`src/rtl/frame_scheduler.sv`:
```
// Animation timeline sequencer for the SPI frame reader: steps the frame index,
// issues periodic load triggers, waits for each load and counts late loads.
module frame_scheduler #(
  parameter int unsigned PERIOD_W = 25
) (
  input  logic                clk,
  input  logic                rst_n,
  input  logic                enable,
  input  logic                loop,
  input  logic [PERIOD_W-1:0] period,
  input  logic [7:0]          first_frame,
  input  logic [7:0]          last_frame,
  input  logic [23:0]         overlay,
  input  logic                load_done,
  input  logic                clr_overrun,
  output logic                trig,
  output logic [31:0]         frames,
  output logic [7:0]          frame_idx,
  output logic                busy,
  output logic                finished,
  output logic [7:0]          overrun_cnt
);

  typedef enum logic [1:0] {IDLE, REQ, LOAD, COUNT} state_t;

  state_t              state, state_next;
  logic [PERIOD_W-1:0] cnt, cnt_last;
  logic [7:0]          idx_next;
  logic                enable_q, start, at_end, stop, late, done_ok;

  always_comb begin
    cnt_last = (period == '0) ? '0 : period - PERIOD_W'(1);
    at_end   = frame_idx >= last_frame;
    idx_next = at_end ? first_frame : frame_idx + 8'd1;
    stop     = at_end && !loop;
    late     = cnt >= cnt_last;
    // A finished one-shot run only restarts after enable has been seen low.
    start    = enable && (!finished || !enable_q);
    done_ok  = (state == LOAD) && load_done && enable;
  end

  always_ff @(posedge clk or negedge rst_n) begin
    if (!rst_n) state <= IDLE;
    else        state <= state_next;
  end

  always_comb begin
    state_next = state;
    unique case (state)
      IDLE:  if (start) state_next = REQ;
      REQ:   state_next = LOAD;
      LOAD:
        if (load_done) begin
          if (!enable || stop) state_next = IDLE;
          else if (late)       state_next = REQ;
          else                 state_next = COUNT;
        end
      COUNT:
        if (!enable)                state_next = IDLE;
        else if (cnt >= cnt_last)   state_next = REQ;
      default: state_next = IDLE;
    endcase
  end

  always_comb begin
    trig = (state == REQ);
    busy = (state == LOAD);
  end

  // The counter is cleared on entry to REQ so it reads 0 during the trig cycle;
  // this makes trig-to-trig spacing equal to the effective period.
  always_ff @(posedge clk or negedge rst_n) begin
    if (!rst_n) begin
      cnt         <= '0;
      frame_idx   <= '0;
      frames      <= '0;
      finished    <= 1'b0;
      overrun_cnt <= '0;
      enable_q    <= 1'b0;
    end else begin
      enable_q <= enable;

      if (state_next == REQ)
        cnt <= '0;
      else if (state != IDLE && cnt != '1)
        cnt <= cnt + PERIOD_W'(1);

      if (state == IDLE && start) begin
        frame_idx <= first_frame;
        finished  <= 1'b0;
      end else if (done_ok) begin
        if (stop) finished  <= 1'b1;
        else      frame_idx <= idx_next;
      end

      if (state == REQ)
        frames <= {overlay, frame_idx};

      if (clr_overrun)
        overrun_cnt <= '0;
      else if (done_ok && late && overrun_cnt != 8'hFF)
        overrun_cnt <= overrun_cnt + 8'd1;
    end
  end

endmodule

```
`config.mk`:
```
export PLATFORM = sky130hd
export DESIGN_NAME = frame_scheduler
export DESIGN_NICKNAME = d
export VERILOG_FILES = /design/src/rtl/frame_scheduler.sv
export SDC_FILE = /design/constraint.sdc
export NUM_CORES = 1
export LEC_CHECK = 0
export ABC_CLOCK_PERIOD_IN_PS = 2800
export BUFFER_PORTS_ARGS = -buffer_cell sky130_fd_sc_hd__buf_2
export CORE_MARGIN = 5
export CORE_UTILIZATION = 49
export DETAILED_ROUTE_END_ITERATION = 10
export PLACE_DENSITY_LB_ADDON = 0.1
export SLEW_MARGIN = 5
export SYNTH_ARGS = -nofsm -noshare
export SYNTH_HDL_FRONTEND = slang
export SYNTH_SLANG_ARGS = --single-unit
```
`constraint.sdc`:
```
create_clock -name clk -period 2.8 [get_ports clk]
set_clock_uncertainty 0.05 [all_clocks]
set_input_delay 0.28 -clock clk [delete_from_list [all_inputs] [get_ports clk]]
set_output_delay 0.28 -clock clk [all_outputs]
set_load 0.05 [all_outputs]
```
# Word level (Yosys, flattened, before mapping)
# Index checks and enable logic that the tools add are counted.
# word_totals
word_cells	62
memories	0
ff_bits	77
mem_bits_ro	0
out_inout_bits	51
ramBits	0
latchBits	0
inputBits	71
# classes
reduce_logical	23
n_eq_ne	7
n_mul	0
n_div	0
magnitude_cmp	2
bitwise_logic	0
addsub	4
n_shift	0
n_mux	19
# op_table
op	count
$mux 25	3
$mux 8	6
$add 25x1->25 const B	1
$ge 25x25->1	1
$logic_not 25->1	1
$ne 25x25->1 const B	1
$sub 25x1->25 const B	1
$add 8x1->8 const B	2
$mux 2	6
$reduce_bool 2->1	5
$ge 8x8->1	1
$logic_and 1x1->1	8
$ne 8x8->1 const B	1
$pmux 2 s4	1
$eq 2x1->1 const B	2
$eq 2x2->1 const B	2
$logic_not 1->1	4
$reduce_and 2->1	2
$mux 1	3
$logic_not 2->1	1
$logic_or 1x1->1	2
$ne 2x1->1 const B	1

# Logic depth before layout (Yosys ltp)
# logic_depth
word_depth	9
depth_mapped	17
mapped_depth_nobuf	15

# Least setup slack after synthesis
# Ideal clock, no wire load.
# synth_path
path_kind	input port to flip-flop
from	in period[16]
to	reg overrun_cnt[1]
n_path_buf	3
cell_stages	17
slack_ns	-1.685
setup_ns	0.128
required_time_ns	2.622
t_arrival_ns	4.307
path_cell_list	or4_4 -> or3_1 -> or3_1 -> or3_1 -> or4_1 -> clkbuf_2 -> buf_6 -> nand2_1 -> ha_1 -> a211o_1 -> o221ai_1 -> a21oi_1 -> o2111a_1 -> o21ai_0 -> clkbuf_1 -> mux2i_1 -> nor2_1
# synth_via
elab_chain_cells	6
elab_cells_between_ends	7
classes_between	add/sub (1); order compare (1); mux (1); reduce/logical (4)
# synth_lines
item	line_no	text
start, declared	10	input logic [PERIOD_W-1:0] period,
$sub 25x1->25 or $logic_not 25->1 (tied branches)	32	cnt_last = (period == '0) ? '0 : period - PERIOD_W'(1);
$mux 25 (*)	32	
$ge 25x25->1 (*)	36	late = cnt >= cnt_last;
$logic_and 1x1->1 (*) (2 in a row)	101	else if (done_ok && late && overrun_cnt != 8'hFF)
$reduce_bool 2->1 (no line) (*)	-	
end signal, assigned	102	overrun_cnt <= overrun_cnt + 8'd1;
end, declared	21	output logic [7:0] overrun_cnt
# Every way passes the cells marked *; elsewhere a longest branch is shown, timed or not.
# A chain may end at the register's enable or synchronous reset.

# Worst setup path in the final report
# layout_path
from	in period[16]
to	reg overrun_cnt[7]
# Same word-level chain as after synthesis.

==> reports/metrics.cfg <==
[clocking]
clock_sinks=77
ctsHoldBuffers=0
cts_root_buffer=clkbuf_8
clk_path_buf_depth=2
clock_latency_ps=350
h-tree-depth=3
clk_transition_reported_paths_ps=90
cts_tree=yes
numCtsBuffers=9

[setup_path]
cp_max_fo=14
startpoint_type=input pin
r2r_slack_ps=220
crit_type=input pin to register
r2r_cells=9
worst_setup_path_end_kind=register
worst_ep_arrival_time_ps=4400
reg2reg_from=frame_idx[0]
startpoint=period[16]
critPathRequiredTime_ps=3040

[sta]
max_freq_mhz=240
finalCritPeriodShare_pct=149
finalSetupViolCount=34
grt_setup_unrepaired=true
post-route-min-period_ps=4160
worstMarginPinSlew_ps=959
setup_ws_ps=-1360
worst_hold_slack_ps=11.6
hold_viol=0
timing.final.max_slew_violations=0
max-slew-margin-rel_pct=36.1

[drt]
via_per_inst=5.33
drt_pass1_iterations=4
ant_nets=0
num_vias=4392
drt_iter0_markers=164
wl_um=12600
wl_per_cell_um=15.3
drc=0

[die]
die_area_mm2=0.0119
rows=36
initial_core_util_pct=49.8
ios=122
die_h_um=109
core-area_mm2=0.00968
die_w_um=109

[placement]
port_buffers=121
dp.cells=801
dp_hpwl_um=9190
place_congestion=0.762

[yosys]
synthDistinctLibCells=47
synth_edf_count=0
syn_avg_cell_area_um2=9.50
synth-main-ff-cell=dfrtp_1
synth_area_mm2=0.00482
synthCells=508
synthArstFlopShare_pct=100
synth_fp_nets=616
ys_seq_area_share_pct=39.9
ys_warn_count=0
synth_seq_cells=77

[cells_and_area]
fin_nets=794
instances_no_fill=824
syn2layout_area_growth_pct=35.2
finish.utilization_pct=67.4
mostFrequentLayoutCell=buf_2
drive_gt1_share_pct=40.1
most-common-layout-cells=buf_2 (119), dfrtp_1 (77), nand2_1 (55)
antenna_cells=0

[power_and_ir_drop]
share_seq_of_total_power_pct=30.2
power.total_mw=5.56
p_comb_share_pct=54.2
intPower_mw=2.90
switching_share_pct=47.8
ir_drop_uv=854
switchingPower_mw=2.66
power_frac_clock_pct=15.6
power_leakage_nw=3.22
p_per_area_mw_per_mm2=852

[flow_run]
max_cap_viol_count=0

[status]
outcome=complete, but fails checks
violations=negative setup slack

[global_route]
grt_max_degree=78
antenna_found_initial=1
overflow=0
grt_usage_pct=21.2
grt_pass1_vias=4466
grt_pass1_wl_um=20300

[hold_path]
min_path_type=input pin to async pin

## cell type report
| class | instances | area (µm²) |
|---|---|---|
| clock inverters | 5 | 58.8 |
| inverters | 17 | 63.8 |
| fillers | 806 | 3160 |
| well taps | 133 | 166 |
| multi-input cells | 397 | 3020 |
| clock buffers | 11 | 151 |
| flip-flops and latches | 77 | 1930 |
| repair buffers | 184 | 1140 |
## power by group through the flow
stage	logic, mW	clock network, mW	registers [mW]
2_1_floorplan	1.07	0	2.73
3_3_place_gp	2.89	0	1.67
3_5_place_dp	2.94	0	1.69
4_1_cts	2.97	0.887	1.68
5_1_grt	3.24	0.930	1.73
6_report	3.01	0.868	1.68
## stage by stage
step / setup WS, ps / area (µm²) / TNS (ps)
after floorplan: -1400 / 4880 / -44950
after global placement: -1880 / 5990 / -61570
after detailed placement: -1980 / 5990 / -64360
after CTS: -1350 / 6340 / -44490
after global routing: -1470 / 6530 / -47480
final: -1360 / 6530 / -45090
## kinds of logic after synthesis
logic type | Yosys count | synth area share [%]
AND/OR/NAND/NOR | 205 | 21.2
multiplexers | 40 | 9.13
buffers and inverters | 36 | 3.14
flip-flops | 77 | 39.9
adder cells (fa/ha/maj) | 37 | 9.60
AO/OA/AOI/OAI | 67 | 8.64
XOR/XNOR | 46 | 8.35
## routing by layer
layer | GRT usage, % | vias to the layer above | routed length, µm
met4 | 5.97 | 2 | 130
met5 | 0 | - | 7
met3 | 5.62 | 12 | 919
li1 | - | 2174 | -
met2 | 36.0 | 125 | 6190
met1 | 26.6 | 2079 | 5360
## registers in the layout (all words and copies together), names as in the netlist
name and flops:
cnt 25, enable_q 1, finished 1, frame_idx 8, frames 32, overrun_cnt 8
state 2
## critical path, cell delays in order
cell,delay (ps)
buf_6,90
or4_4,540
or3_4,350
or3_4,340
or3_4,340
or4_4,440
buf_6,150
and2_4,160
ha_4,140
and3b_1,190
o221ai_1,110
a21oi_1,160
o2111a_1,240
buf_6,120
o21ai_4,50
buf_12,150
or4_4,420
a21oi_2,120
## synthesized netlist by cell type (all sizes together) (3+ instances only)
library cell / n / share of area (%)
nand2: 57 / 4.4
xnor2: 19 / 3.4
nand4: 11 / 1.4
or4: 6 / 1.0
nand2b: 7 / 0.91
xor2: 27 / 4.9
mux2: 32 / 7.5
dfrtp: 77 / 40
nor4: 7 / 0.91
nor3: 28 / 2.9
o2bb2ai: 3 / 0.54
ha: 37 / 9.6
mux2i: 8 / 1.7
inv: 17 / 1.3
or3: 6 / 0.78
a21oi: 24 / 2.5
o21ai: 14 / 1.5
nor2b: 3 / 0.39
and2: 7 / 0.91
buf: 5 / 0.70
nor2: 30 / 2.3
and3: 11 / 1.4
a31oi: 4 / 0.52
clkbuf: 14 / 1.1
o31ai: 4 / 0.62
and4: 3 / 0.54
nand3: 25 / 2.6
## final timing paths
| check | end |
|---|---|
| hold reg to reg | frames[22] |
| setup / recovery | overrun_cnt[7] |
| setup reg to reg | cnt[16] |
| max in group asynchronous | frame_idx[7] |
| hold / removal | cnt[5] |
| min in group clk | enable_q |
## timing repair
action	4_1_cts	5_1_grt
resized for setup	23	32
endpoints found under the hold margin	0	0
setup buffers	4	3
endpoints found under the setup margin	34	34
cloned	1	2
pin swaps	3	16
No activity file was read; power rests on OpenSTA's default activity.
